**config.mk**
```make
export PLATFORM = sky130hd
export DESIGN_NAME = joybus_sched
export DESIGN_NICKNAME = d
export VERILOG_FILES = /design/src/rtl/joybus_pkg.sv /design/src/rtl/joybus_poll_timer.sv /design/src/rtl/joybus_sched.sv
export SDC_FILE = /design/constraint.sdc
export NUM_CORES = 1
export LEC_CHECK = 0
export ABC_AREA = 1
export BUFFER_PORTS_ARGS = -buffer_cell sky130_fd_sc_hd__buf_2
export CORE_MARGIN = 10
export CORE_UTILIZATION = 40
export CTS_CLUSTER_SIZE = 10
export DETAILED_ROUTE_END_ITERATION = 8
export PLACE_DENSITY_LB_ADDON = 0.12
export SLEW_MARGIN = 20
export SYNTH_ARGS = -nofsm -noshare
export SYNTH_HDL_FRONTEND = slang
export SYNTH_SLANG_ARGS = --single-unit
```
**constraint.sdc**
```tcl
create_clock -name clk -period 2.8 [get_ports clk]
set_clock_uncertainty 0.2 [all_clocks]
set_input_delay 0.28 -clock clk [delete_from_list [all_inputs] [get_ports clk]]
set_output_delay 0.28 -clock clk [all_outputs]
set_load 0.02 [all_outputs]
```
**src/rtl/joybus_pkg.sv**
```systemverilog
// Shared definitions for the joybus poll/command scheduler: state encoding,
// default poll words and the longest command the scheduler can send.
package joybus_pkg;

   localparam int unsigned MAX_CMD_LEN = 4;

   localparam logic [7:0]  N64_POLL      = 8'h01;
   localparam logic [23:0] GC_POLL       = 24'h400300;
   localparam logic [31:0] N64_POLL_WORD = {N64_POLL, 24'h000000};
   localparam logic [31:0] GC_POLL_WORD  = {GC_POLL, 8'h00};

   typedef enum logic [1:0] {
      ST_IDLE      = 2'd0,
      ST_LOAD      = 2'd1,
      ST_WAIT_DONE = 2'd2,
      ST_GAP       = 2'd3
   } sched_state_e;

   // Map a requested length onto 1..MAX_CMD_LEN (0 means one byte).
   function automatic logic [2:0] clamp_len(input logic [2:0] len);
      if (len == 3'd0) begin
         return 3'd1;
      end else if (len > 3'(MAX_CMD_LEN)) begin
         return 3'(MAX_CMD_LEN);
      end else begin
         return len;
      end
   endfunction

endpackage

```
**src/rtl/joybus_poll_timer.sv**
```systemverilog
// Free-running poll period timer with a sticky poll request and an overrun
// pulse when the period expires while a request is still unserved.
module joybus_poll_timer #(
   parameter int unsigned PERIOD = 416667
) (
   input  logic clk,
   input  logic rst,
   input  logic take,
   output logic pend,
   output logic overrun
);

   localparam int unsigned CW = (PERIOD > 1) ? $clog2(PERIOD) : 1;

   logic [CW-1:0] cnt;
   logic          wrap;

   assign wrap = (cnt == CW'(PERIOD - 1));

   // Period counter, pending flag (a new wrap beats a same-cycle take) and overrun pulse.
   always_ff @(posedge clk) begin
      if (rst) begin
         cnt     <= '0;
         pend    <= 1'b0;
         overrun <= 1'b0;
      end else begin
         cnt     <= wrap ? '0 : cnt + CW'(1);
         overrun <= wrap & pend & ~take;
         if (wrap) begin
            pend <= 1'b1;
         end else if (take) begin
            pend <= 1'b0;
         end
      end
   end

endmodule

```
**src/rtl/joybus_sched.sv**
```systemverilog
// Joybus command scheduler: interleaves periodic controller polls with user
// commands, feeds the TX engine one byte at a time and reserves a response gap.
// Optional per-byte TX watchdog: define JOYBUS_SCHED_TIMEOUT_EN.
module joybus_sched
   import joybus_pkg::*;
#(
   parameter int unsigned POLL_PERIOD = 416667,
   parameter int unsigned POLL_LEN    = 1,
   parameter logic [31:0] POLL_WORD   = N64_POLL_WORD,
   parameter int unsigned RESP_GAP    = 2500,
   parameter int unsigned TX_TIMEOUT  = 4095
) (
   input  logic        clk,
   input  logic        rst,
   input  logic        usr_valid,
   input  logic [2:0]  usr_len,
   input  logic [31:0] usr_data,
   output logic        usr_ready,
   output logic [7:0]  cmd_data,
   output logic        cmd_rdy,
   input  logic        tx_done,
   output logic        busy,
   output logic        poll_overrun
`ifdef JOYBUS_SCHED_TIMEOUT_EN
   ,
   output logic        tx_timeout
`endif
);

   localparam logic [1:0] IDLE      = ST_IDLE;
   localparam logic [1:0] LOAD      = ST_LOAD;
   localparam logic [1:0] WAIT_DONE = ST_WAIT_DONE;
   localparam logic [1:0] GAP       = ST_GAP;

   localparam int unsigned GAP_W      = (RESP_GAP > 1) ? $clog2(RESP_GAP) : 1;
   localparam logic [2:0]  POLL_LEN_C = clamp_len(3'(POLL_LEN));

   // Reject parameter sets the datapath cannot represent.
   if (POLL_LEN < 1 || POLL_LEN > MAX_CMD_LEN || RESP_GAP < 1 ||
       TX_TIMEOUT < 1 || POLL_PERIOD < 2) begin : g_cfg_err
      $error("joybus_sched: illegal parameter set");
   end

   logic [1:0]       state, state_nxt;
   logic [31:0]      cur_data, data_nxt;
   logic [2:0]       cur_len, len_nxt;
   logic [1:0]       idx, idx_nxt;
   logic [GAP_W-1:0] gap_cnt, gap_nxt;
   logic [7:0]       cmd_data_nxt;
   logic             cmd_rdy_nxt;
   logic             usr_ready_nxt;
   logic             busy_nxt;
   logic             poll_pend;
   logic             poll_take;

`ifdef JOYBUS_SCHED_TIMEOUT_EN
   localparam int unsigned TMO_W = (TX_TIMEOUT > 1) ? $clog2(TX_TIMEOUT) : 1;
   logic [TMO_W-1:0] tmo_cnt, tmo_nxt;
   logic             tx_timeout_nxt;
`endif

   joybus_poll_timer #(
      .PERIOD (POLL_PERIOD)
   ) u_poll_timer (
      .clk     (clk),
      .rst     (rst),
      .take    (poll_take),
      .pend    (poll_pend),
      .overrun (poll_overrun)
   );

   // Next-state and next-output decode; cmd_data is only reloaded in LOAD so it holds through WAIT_DONE.
   always_comb begin
      state_nxt     = state;
      data_nxt      = cur_data;
      len_nxt       = cur_len;
      idx_nxt       = idx;
      gap_nxt       = gap_cnt;
      cmd_data_nxt  = cmd_data;
      cmd_rdy_nxt   = 1'b0;
      usr_ready_nxt = 1'b0;
      poll_take     = 1'b0;
`ifdef JOYBUS_SCHED_TIMEOUT_EN
      tmo_nxt        = tmo_cnt;
      tx_timeout_nxt = 1'b0;
`endif
      case (state)
         IDLE: begin
            if (poll_pend) begin
               poll_take = 1'b1;
               data_nxt  = POLL_WORD;
               len_nxt   = POLL_LEN_C;
               idx_nxt   = 2'd0;
               state_nxt = LOAD;
            end else if (usr_valid) begin
               usr_ready_nxt = 1'b1;
               data_nxt      = usr_data;
               len_nxt       = clamp_len(usr_len);
               idx_nxt       = 2'd0;
               state_nxt     = LOAD;
            end
         end
         LOAD: begin
            cmd_data_nxt = cur_data[31:24];
            cmd_rdy_nxt  = 1'b1;
            state_nxt    = WAIT_DONE;
`ifdef JOYBUS_SCHED_TIMEOUT_EN
            tmo_nxt      = '0;
`endif
         end
         WAIT_DONE: begin
            if (tx_done) begin
               if (idx == 2'(cur_len - 3'd1)) begin
                  gap_nxt   = '0;
                  state_nxt = GAP;
               end else begin
                  idx_nxt   = idx + 2'd1;
                  data_nxt  = {cur_data[23:0], 8'h00};
                  state_nxt = LOAD;
               end
            end
`ifdef JOYBUS_SCHED_TIMEOUT_EN
            else if (tmo_cnt == TMO_W'(TX_TIMEOUT - 1)) begin
               tx_timeout_nxt = 1'b1;
               gap_nxt        = '0;
               state_nxt      = GAP;
            end else begin
               tmo_nxt = tmo_cnt + TMO_W'(1);
            end
`endif
         end
         GAP: begin
            if (gap_cnt == GAP_W'(RESP_GAP - 1)) begin
               state_nxt = IDLE;
            end else begin
               gap_nxt = gap_cnt + GAP_W'(1);
            end
         end
         default: state_nxt = IDLE;
      endcase
      busy_nxt = (state_nxt != IDLE);
   end

   // State, datapath and registered outputs.
   always_ff @(posedge clk) begin
      if (rst) begin
         state     <= IDLE;
         cur_data  <= '0;
         cur_len   <= 3'd1;
         idx       <= 2'd0;
         gap_cnt   <= '0;
         cmd_data  <= 8'h00;
         cmd_rdy   <= 1'b0;
         usr_ready <= 1'b0;
         busy      <= 1'b0;
`ifdef JOYBUS_SCHED_TIMEOUT_EN
         tmo_cnt    <= '0;
         tx_timeout <= 1'b0;
`endif
      end else begin
         state     <= state_nxt;
         cur_data  <= data_nxt;
         cur_len   <= len_nxt;
         idx       <= idx_nxt;
         gap_cnt   <= gap_nxt;
         cmd_data  <= cmd_data_nxt;
         cmd_rdy   <= cmd_rdy_nxt;
         usr_ready <= usr_ready_nxt;
         busy      <= busy_nxt;
`ifdef JOYBUS_SCHED_TIMEOUT_EN
         tmo_cnt    <= tmo_nxt;
         tx_timeout <= tx_timeout_nxt;
`endif
      end
   end

endmodule
```
==> results of run 1 <==
## through the flow
| stage | setup WS [ps] | util | hold slack, ps |
|---|---|---|---|
| detailed placement | 766 | 0.438 | 253 |
| global route | 449 | 0.459 | 1.35 |
| finish | 733 | 0.459 | 10.6 |
| CTS | 741 | 0.459 | 4.49 |
| floorplan | 1150 | - | 192 |
| global placement | 821 | 0.438 | 248 |
## sequential cells by signal, summed over array words and instances (netlist names)
| register | count |
|---|---|
| cur_data | 32 |
| u_poll_timer.cnt | 19 |
| gap_cnt | 12 |
| cmd_data | 8 |
| cur_len | 2 |
| idx | 2 |
| state | 2 |
| busy | 1 |
| cmd_rdy | 1 |
| u_poll_timer.overrun | 1 |
| u_poll_timer.pend | 1 |
| usr_ready | 1 |
## kinds of logic (layout without fill, tap and decap cells)
group | after synthesis | in the layout
AO/OA/AOI/OAI | 92 | 92
XOR/XNOR | 10 | 10
adder cells (fa/ha/maj) | 3 | 3
buffers and inverters | 66 | 112
flip-flops | 82 | 82
AND/OR/NAND/NOR | 306 | 306
## placed cells by master, fill, tap and decap left out, types with 2 or more instances in the layout
| master | instances |
|---|---|
| nor2_1 | 112 |
| nand2_1 | 83 |
| dfxtp_1 | 82 |
| buf_2 | 50 |
| o21ai_0 | 38 |
| nand3_1 | 37 |
| inv_1 | 35 |
| nor2_2 | 31 |
| a22o_1 | 23 |
| a21oi_1 | 19 |
| nor3_1 | 13 |
| clkbuf_8 | 10 |
| nand4_1 | 9 |
| inv_2 | 7 |
| nand2_2 | 7 |
| o21ai_1 | 7 |
| xor2_1 | 6 |
| nand3b_1 | 6 |
| xnor2_1 | 4 |
| ha_1 | 3 |
| o21ai_2 | 2 |
| inv_8 | 2 |
| clkinv_1 | 2 |
| clkinvlp_4 | 2 |
| clkinv_4 | 2 |
## final cells by class
| cell class | count | area [um^2] | share of cell area |
|---|---|---|---|
| multi-input cells | 411 | 2070 | 0.458 |
| flip-flops and latches | 82 | 1640 | 0.363 |
| repair buffers | 51 | 258 | 0.0569 |
| inverters | 45 | 176 | 0.0390 |
| well taps | 133 | 166 | 0.0368 |
| clock buffers | 10 | 138 | 0.0304 |
| clock inverters | 6 | 73.8 | 0.0163 |
## worst paths after layout
path	to	depth (start not counted)	slack, ps	startpoint
hold / removal	usr_ready	3	10	usr_valid
setup / recovery	gap_cnt[7]	8	730	gap_cnt[0]
setup reg to reg	gap_cnt[7]	8	730	gap_cnt[0]
hold reg to reg	u_poll_timer.cnt[17]	2	260	u_poll_timer.cnt[17]
## report_power, final
group	internal, mW	switching (mW)	leakage [nW]
clock	0.446	0.454	0.101
sequential	1.28	0.0774	0.671
combinational	0.186	0.314	1.18
## worst reg2reg max path, stage by stage (launching register included)
cell     delay (ps)
dfxtp_1         430
ha_1            350
nand2_1          90
nor2_1           90
nand3_1         140
nand2_2         240
nand2_1         210
nand2_1         120
a21oi_1          70
## metal layers
| metal | routed length (um) | share of wire | vias up |
|---|---|---|---|
| met4 | 93 | 0.0099 | 0 |
| met1 | 4800 | 0.51 | 1620 |
| met5 | 0 | 0 | - |
| met2 | 4230 | 0.45 | 52 |
| li1 | - | - | 1909 |
| met3 | 283 | 0.030 | 8 |
==> qor_table.md, run 1 <==
| Group | Item | Value |
|:---|:---|:---|
| drt | DRC violation total after the first TritonRoute iteration | 163 |
| setup path | Endpoint arrival time on the critical path | 2100 ps |
| grt | Met2 track demand over resource in global routing | 0.201 |
| floorplan | Floorplan row count | 36 |
| drt | Total via count after detailed routing | 3,589 |
| placed design | Half-perimeter wire length of the detailed placement result | 6600 um |
| grt | Global routing usage summed across all routing layers | 0.128 |
| sta | Minimum period implied by the final worst setup slack | 2070 ps |
| clock tree | Root buffer cell | clkbuf_8 |
| sta | Aggregate negative setup slack | 0 ps |
| finish | Inserted Diodes | 0 |
| floorplan | Vertical extent of the die | 121 um |
| pwr | PwrDens | 609 nW/um^2 |
| synth | Share of synthesized registers carrying an async set or reset | 0 |
| sta | Endpoints failing setup | 0 |
| synth | Area leader, netlist | dfxtp_1 |
| clock tree | Number of buffers added by the clock tree synthesis step | 9 |
| synth | Combined area of all synthesized cells | 4070 um^2 |
| synth | Synthesized-area fraction occupied by ao, oa, aoi and oai cells | 0.139 |
| setup path | Startpoint-to-endpoint class of the critical path | flip-flop to flip-flop |
| synth | Mean instance size in the synthesized netlist | 7.28 um^2 |
| placed design | Standard cell area after detailed placement | 4320 um^2 |
| drt | Via-to-Cell Ratio | 4.86 |
| clock tree | Largest buffer count on any clock path | 2 |
| floorplan | Std-Cell Core Area | 9860 um^2 |
| finish | Post-layout nets | 642 |
| synth | Cells after synthesis | 559 |
| synth | Number of flops mapped to enable cells by yosys | 0 |
| placed design | Routability congestion estimate | 0.910 |
| clock tree | TritonCTS clock tree | yes |
| sta | Final hold violation count | 0 |
| pwr | Post-layout total power | 2.76 mW |
| synth | Post-Syn Nets | 601 |
| synth | Proportion of netlist area held by the largest area contributor | 0.403 |
| clock tree | Clock H-tree levels | 3 |
| sta | Remaining max-slew budget at the tightest pin | 0.612 |
| sta | Worst Tran Pin Value | 579 ps |
| grt | Initial antenna violation count | 0 |
| setup path | Nature of the critical path startpoint | flip-flop |
| floorplan | I/O pin total | 51 |
| sta | Maximum clock frequency | 484 MHz |
| grt | Met1 layer usage reported by global route | 0.171 |
| grt | Total congestion overflow after global routing | 0 |
| drt | Routed wire length per instance | 12.7 um |
| grt | Pin count of the biggest net entering global routing | 53 |
| floorplan | Die width | 121 um |
| clock tree | CTS sink count | 82 |
| pwr | Static leakage | 1.95 nW |
| setup path | Stage delay of the slowest cell on the critical path | 430 ps |
| drt | Count of nets left with antenna violations after detail routing | 0 |
| drt | Wire length after detailed routing | 9400 um |
| drt | Detailed-route DRC error count | 0 |
| synth | Post-Synth Simple-Gate Area | 0.340 |
| grt | Global-route wire length before repair | 15,800 um |
| setup path | Most repeated library cell on the critical path | nand2_1 |
| clock tree | Clk_lat worst skew | 340 ps |
| worst hold path | Kind of path behind the tightest hold check | input port to flip-flop |
| setup path | Worst setup EP type | flip-flop |
| clock tree | Number of hold buffers added after cts | 0 |
| synth | Most common flop cell mapped by yosys | dfxtp_1 |
| finish | Number of standard cells in the final layout excluding fillers | 738 |
| grt | Met3 track utilization from global routing | 0.0251 |
| setup path | Critical path data required time | 2830 ps |
| finish | FILL cells | 1,017 |
| run | Count of max-cap constraint violations | 0 |
| grt | Top Usage Layer GRT | met2 |
| placed design | DP Cell Count | 722 |
| setup path | Critical-path top delay cell | dfxtp_1 |
| grt | Vias in the first global route | 3,372 |
| synth | Share of synthesized area spent on multiplexers | 0 |
| synth | Adder-cell area share of the yosys netlist | 0.00922 |
| synth | Dominant combinational cell family by area after synthesis | simple AND/OR/NAND/NOR gates |
| finish | Synth-to-Final Area Change | 11.2% |
| synth | Top area cells in the synthesized netlist | dfxtp_1, nor2_1, nand2_1 |
| setup path | Maximum fanout along the worst path | 13 |
| synth | Post-synthesis sequential area ratio | 0.403 |
| setup path | Buffers & Inverters on Critical Path | 0 |
| drt | Pre-antenna DRT Iters | 4 |
| finish | Post-route cell area | 4530 um^2 |
| sta | Slew Limit Fails | 0 |
| floorplan | Die footprint | 14,600 um^2 |
| synth | Netlist cell types | 37 |
| clock tree | Resized Gates After CTS | 0 |
| floorplan | Initial Utilization | 0.413 |
| sta | Final cycle utilization of the critical path | 0.738 |
| outcome | Outcome | finished clean |
| placed design | Port buffer count | 50 |
| setup path | Worst-path cell chain | ha_1, nand2_1, nor2_1, nand3_1, nand2_2, nand2_1, nand2_1, a21oi_1 |
| sta | Unrepaired setup endpoints after global routing | false |
| synth | Number of register bits inferred by synthesis | 82 |
| finish | Fraction of layout cells with a size suffix above 1 | 0.197 |
| synth | Warning count from the yosys run | 0 |
| synth | Post-Synth XOR/XNOR Area | 0.0215 |
| synth | Most used standard cells in the synthesized netlist | nor2_1, nand2_1, dfxtp_1 |
| clock tree | Post-CTS clock slew at the launch and capture registers of the worst setup and hold paths | 90 ps |
| setup path | Top Family by Delay on Critical Path | simple AND/OR/NAND/NOR gates |
| synth | Most repeated cell in the gate-level netlist after synthesis | nor2_1 |
| clock tree | Post-CTS Setup Repair Bufs | 0 |
| pwr | Maximum vdd ir drop | 291 uV |
Note: power is estimated with default switching activity, not from simulation.
==> inputs of run 2 (changes only) <==
==> constraint.sdc (replaced) <==
create_clock -name clk -period 1.83 [get_ports clk]
set_clock_uncertainty 0.2 [all_clocks]
set_input_delay 0.183 -clock clk [delete_from_list [all_inputs] [get_ports clk]]
set_output_delay 0.183 -clock clk [all_outputs]
set_load 0.02 [all_outputs]
==> run 2 against run 1 <==
Cell area grew 7.3%; routed wire length is 2.0% higher; die area did not move; highest routed layer unchanged.
==> qor_table.md, run 2 (synthesis results as in run 1) <==
| Group | Item | Value |
|:---|:---|:---|
| outcome | Outcome | finished clean |
| pwr | Post-layout total power | 4.43 mW |
| finish | Max FFs per register | 32 |
| finish | Post-layout nets | 673 |
| drt | Pre-antenna DRT Iters | 4 |
| finish | Most common cell after layout, fill and taps aside | nor2_1 |
| pwr | Static leakage | 2.11 nW |
| sta | Remaining max-slew budget at the tightest pin | 0.741 |
| grt | Global routing usage summed across all routing layers | 0.131 |
| finish | Number of standard cells in the final layout excluding fillers | 769 |
| finish | Multi-input gate area in the final layout | 2090 um^2 |
| setup path | Worst setup EP type | flip-flop |
| worst hold path | Worst hold start | usr_data[31] |
| setup path | Critical-path top delay cell | dlygate4sd3_1 |
| sta | Worst-case setup margin in the final layout | 119 ps |
| setup path | Endpoint arrival time on the critical path | 1750 ps |
| clock tree | CTS sink count | 82 |
| sta | Worst Tran Pin Value | 387 ps |
| floorplan | I/O pin total | 51 |
| floorplan | Die width | 121 um |
| floorplan | Initial Utilization | 0.413 |
| finish | FF/Latch Area | 1650 um^2 |
| setup path | Nature of the critical path startpoint | flip-flop |
| clock tree | Largest buffer count on any clock path | 2 |
| sta | Maximum clock frequency | 585 MHz |
| clock tree | Clock H-tree levels | 3 |
| setup path | Most repeated library cell on the critical path | nor2_1 |
| grt | Pin count of the biggest net entering global routing | 35 |
| placed design | Standard cell area after detailed placement | 4450 um^2 |
| grt | Vias in the first global route | 3,562 |
| sta | Endpoints failing setup | 0 |
| finish | Synth-to-Final Area Change | 19.3% |
| setup path | Setup crit start | state[0] |
| floorplan | Floorplan row count | 36 |
| placed design | Routability congestion estimate | 0.886 |
| finish | Post-route cell area | 4860 um^2 |
| setup path | Startpoint-to-endpoint class of the critical path | flip-flop to flip-flop |
| floorplan | Vertical extent of the die | 121 um |
| grt | Initial antenna violation count | 0 |
| sta | Final hold violation count | 0 |
| finish | Largest register by flop count | cur_data |
| drt | Routed wire length per instance | 12.5 um |
| floorplan | Std-Cell Core Area | 9860 um^2 |
| setup path | Buffers & Inverters on Critical Path | 1 |
| setup path | Top Family by Delay on Critical Path | buffers and inverters |
| finish | Regs by FF count | cur_data x32, u_poll_timer.cnt x19, gap_cnt x12 |
| finish | Core occupancy in the finished layout | 0.492 |
| worst hold path | Kind of path behind the tightest hold check | input port to flip-flop |
| setup path | Origin of the critical flop-to-flop path | state[0] |
| sta | Unrepaired setup endpoints after global routing | false |
| placed design | Half-perimeter wire length of the detailed placement result | 6750 um |
| finish | Commonest cells after routing, fill and taps aside | nor2_1, nand2_1, dfxtp_1 |
| floorplan | Die footprint | 14,600 um^2 |
| setup path | Worst-path cell chain | nor2_1, o21ai_2, a21oi_1, dlygate4sd3_1, nor2_1 |
| finish | FILL cells | 1,002 |
| drt | Count of nets left with antenna violations after detail routing | 0 |
| sta | Slew Limit Fails | 0 |
| placed design | DP Cell Count | 737 |
| clock tree | Post-CTS clock slew at the launch and capture registers of the worst setup and hold paths | 90 ps |
| setup path | Maximum fanout along the worst path | 3 |
| pwr | PwrDens | 912 nW/um^2 |
| setup path | Count of cell instances traversed by the critical path | 5 |
| drt | DRC violation total after the first TritonRoute iteration | 220 |
| clock tree | Root buffer cell | clkbuf_8 |
| grt | Total congestion overflow after global routing | 0 |
| setup path | Stage delay of the slowest cell on the critical path | 570 ps |
| sta | Final cycle utilization of the critical path | 0.935 |
| sta | Aggregate negative setup slack | 0 ps |
| drt | Detailed-route DRC error count | 0 |
| placed design | DP Worst Slack | 75.5 ps |
| placed design | Port buffer count | 50 |
| pwr | Maximum vdd ir drop | 583 uV |
| run | Count of max-cap constraint violations | 0 |
| grt | Global-route wire length before repair | 16,200 um |
| clock tree | Post-CTS Setup Repair Bufs | 0 |
| clock tree | Number of buffers added by the clock tree synthesis step | 9 |
| drt | Via-to-Cell Ratio | 4.80 |
| setup path | Critical path data required time | 1870 ps |
| finish | Inserted Diodes | 0 |
| finish | Fraction of layout cells with a size suffix above 1 | 0.220 |
| drt | Wire length after detailed routing | 9590 um |
| clock tree | Clk_lat worst skew | 350 ps |
| clock tree | TritonCTS clock tree | yes |
| sta | Hold Slack | 7.03 ps |
| worst hold path | Cell depth of the worst min-delay path | 4 |
| sta | Minimum period implied by the final worst setup slack | 1710 ps |
| drt | Total via count after detailed routing | 3,688 |
| setup path | Cell count of the worst reg-to-reg path | 5 |
==> run 2: cell types whose count changed in the layout (fill, tap and decap cells not counted), sizes merged <==
cell         change
dlygate4sd3     +15
buf             +15
clkinvlp         -2
bufinv           +1
clkbuf           -1
clkinv           +2
nand2            +1
==> run 2: path summary, 6_finish.rpt <==
kind,end,slack [ps]
setup reg to reg,cur_len[1],120
hold / removal,cur_data[31],7
setup / recovery,cur_len[1],120
hold reg to reg,u_poll_timer.cnt[17],260
==> run 2: timing repair <==
action | in CTS | in global routing
setup endpoints to repair | 0 | 39
hold endpoints to repair | 14 | 0
gates resized for setup | 0 | 9
hold buffers | 15 | 0
==> run 2: worst reg2reg max path: cells and delay by family, from the launching register on <==
kind            cells  cell delay (ps)
compound gates      2              260
buf+inv             1              570
flops               1              350
simple gates        2              240
==> run 2: per-layer routing <==
layer	up-vias	part of all wire	track usage	routed length (um)
met5	-	0	0	0
met4	0	0.010	0.0422	100
met3	10	0.045	0.0330	435
met2	65	0.45	0.204	4280
met1	1634	0.50	0.172	4770
li1	1979	-	-	-
==> run 2: report_power, final <==
part	total, mW	switching (mW)	internal [mW]
combinational	0.862	0.506	0.356
sequential	2.08	0.118	1.96
clock	1.49	0.703	0.783
total	4.43	1.33	3.10
==> run 2: layout make-up <==
class | instances | share of cell area
multi-input cells | 412 | 0.431
flip-flops and latches | 82 | 0.339
repair buffers | 81 | 0.112
inverters | 45 | 0.0368
well taps | 133 | 0.0343
clock buffers | 9 | 0.0255
clock inverters | 7 | 0.0211
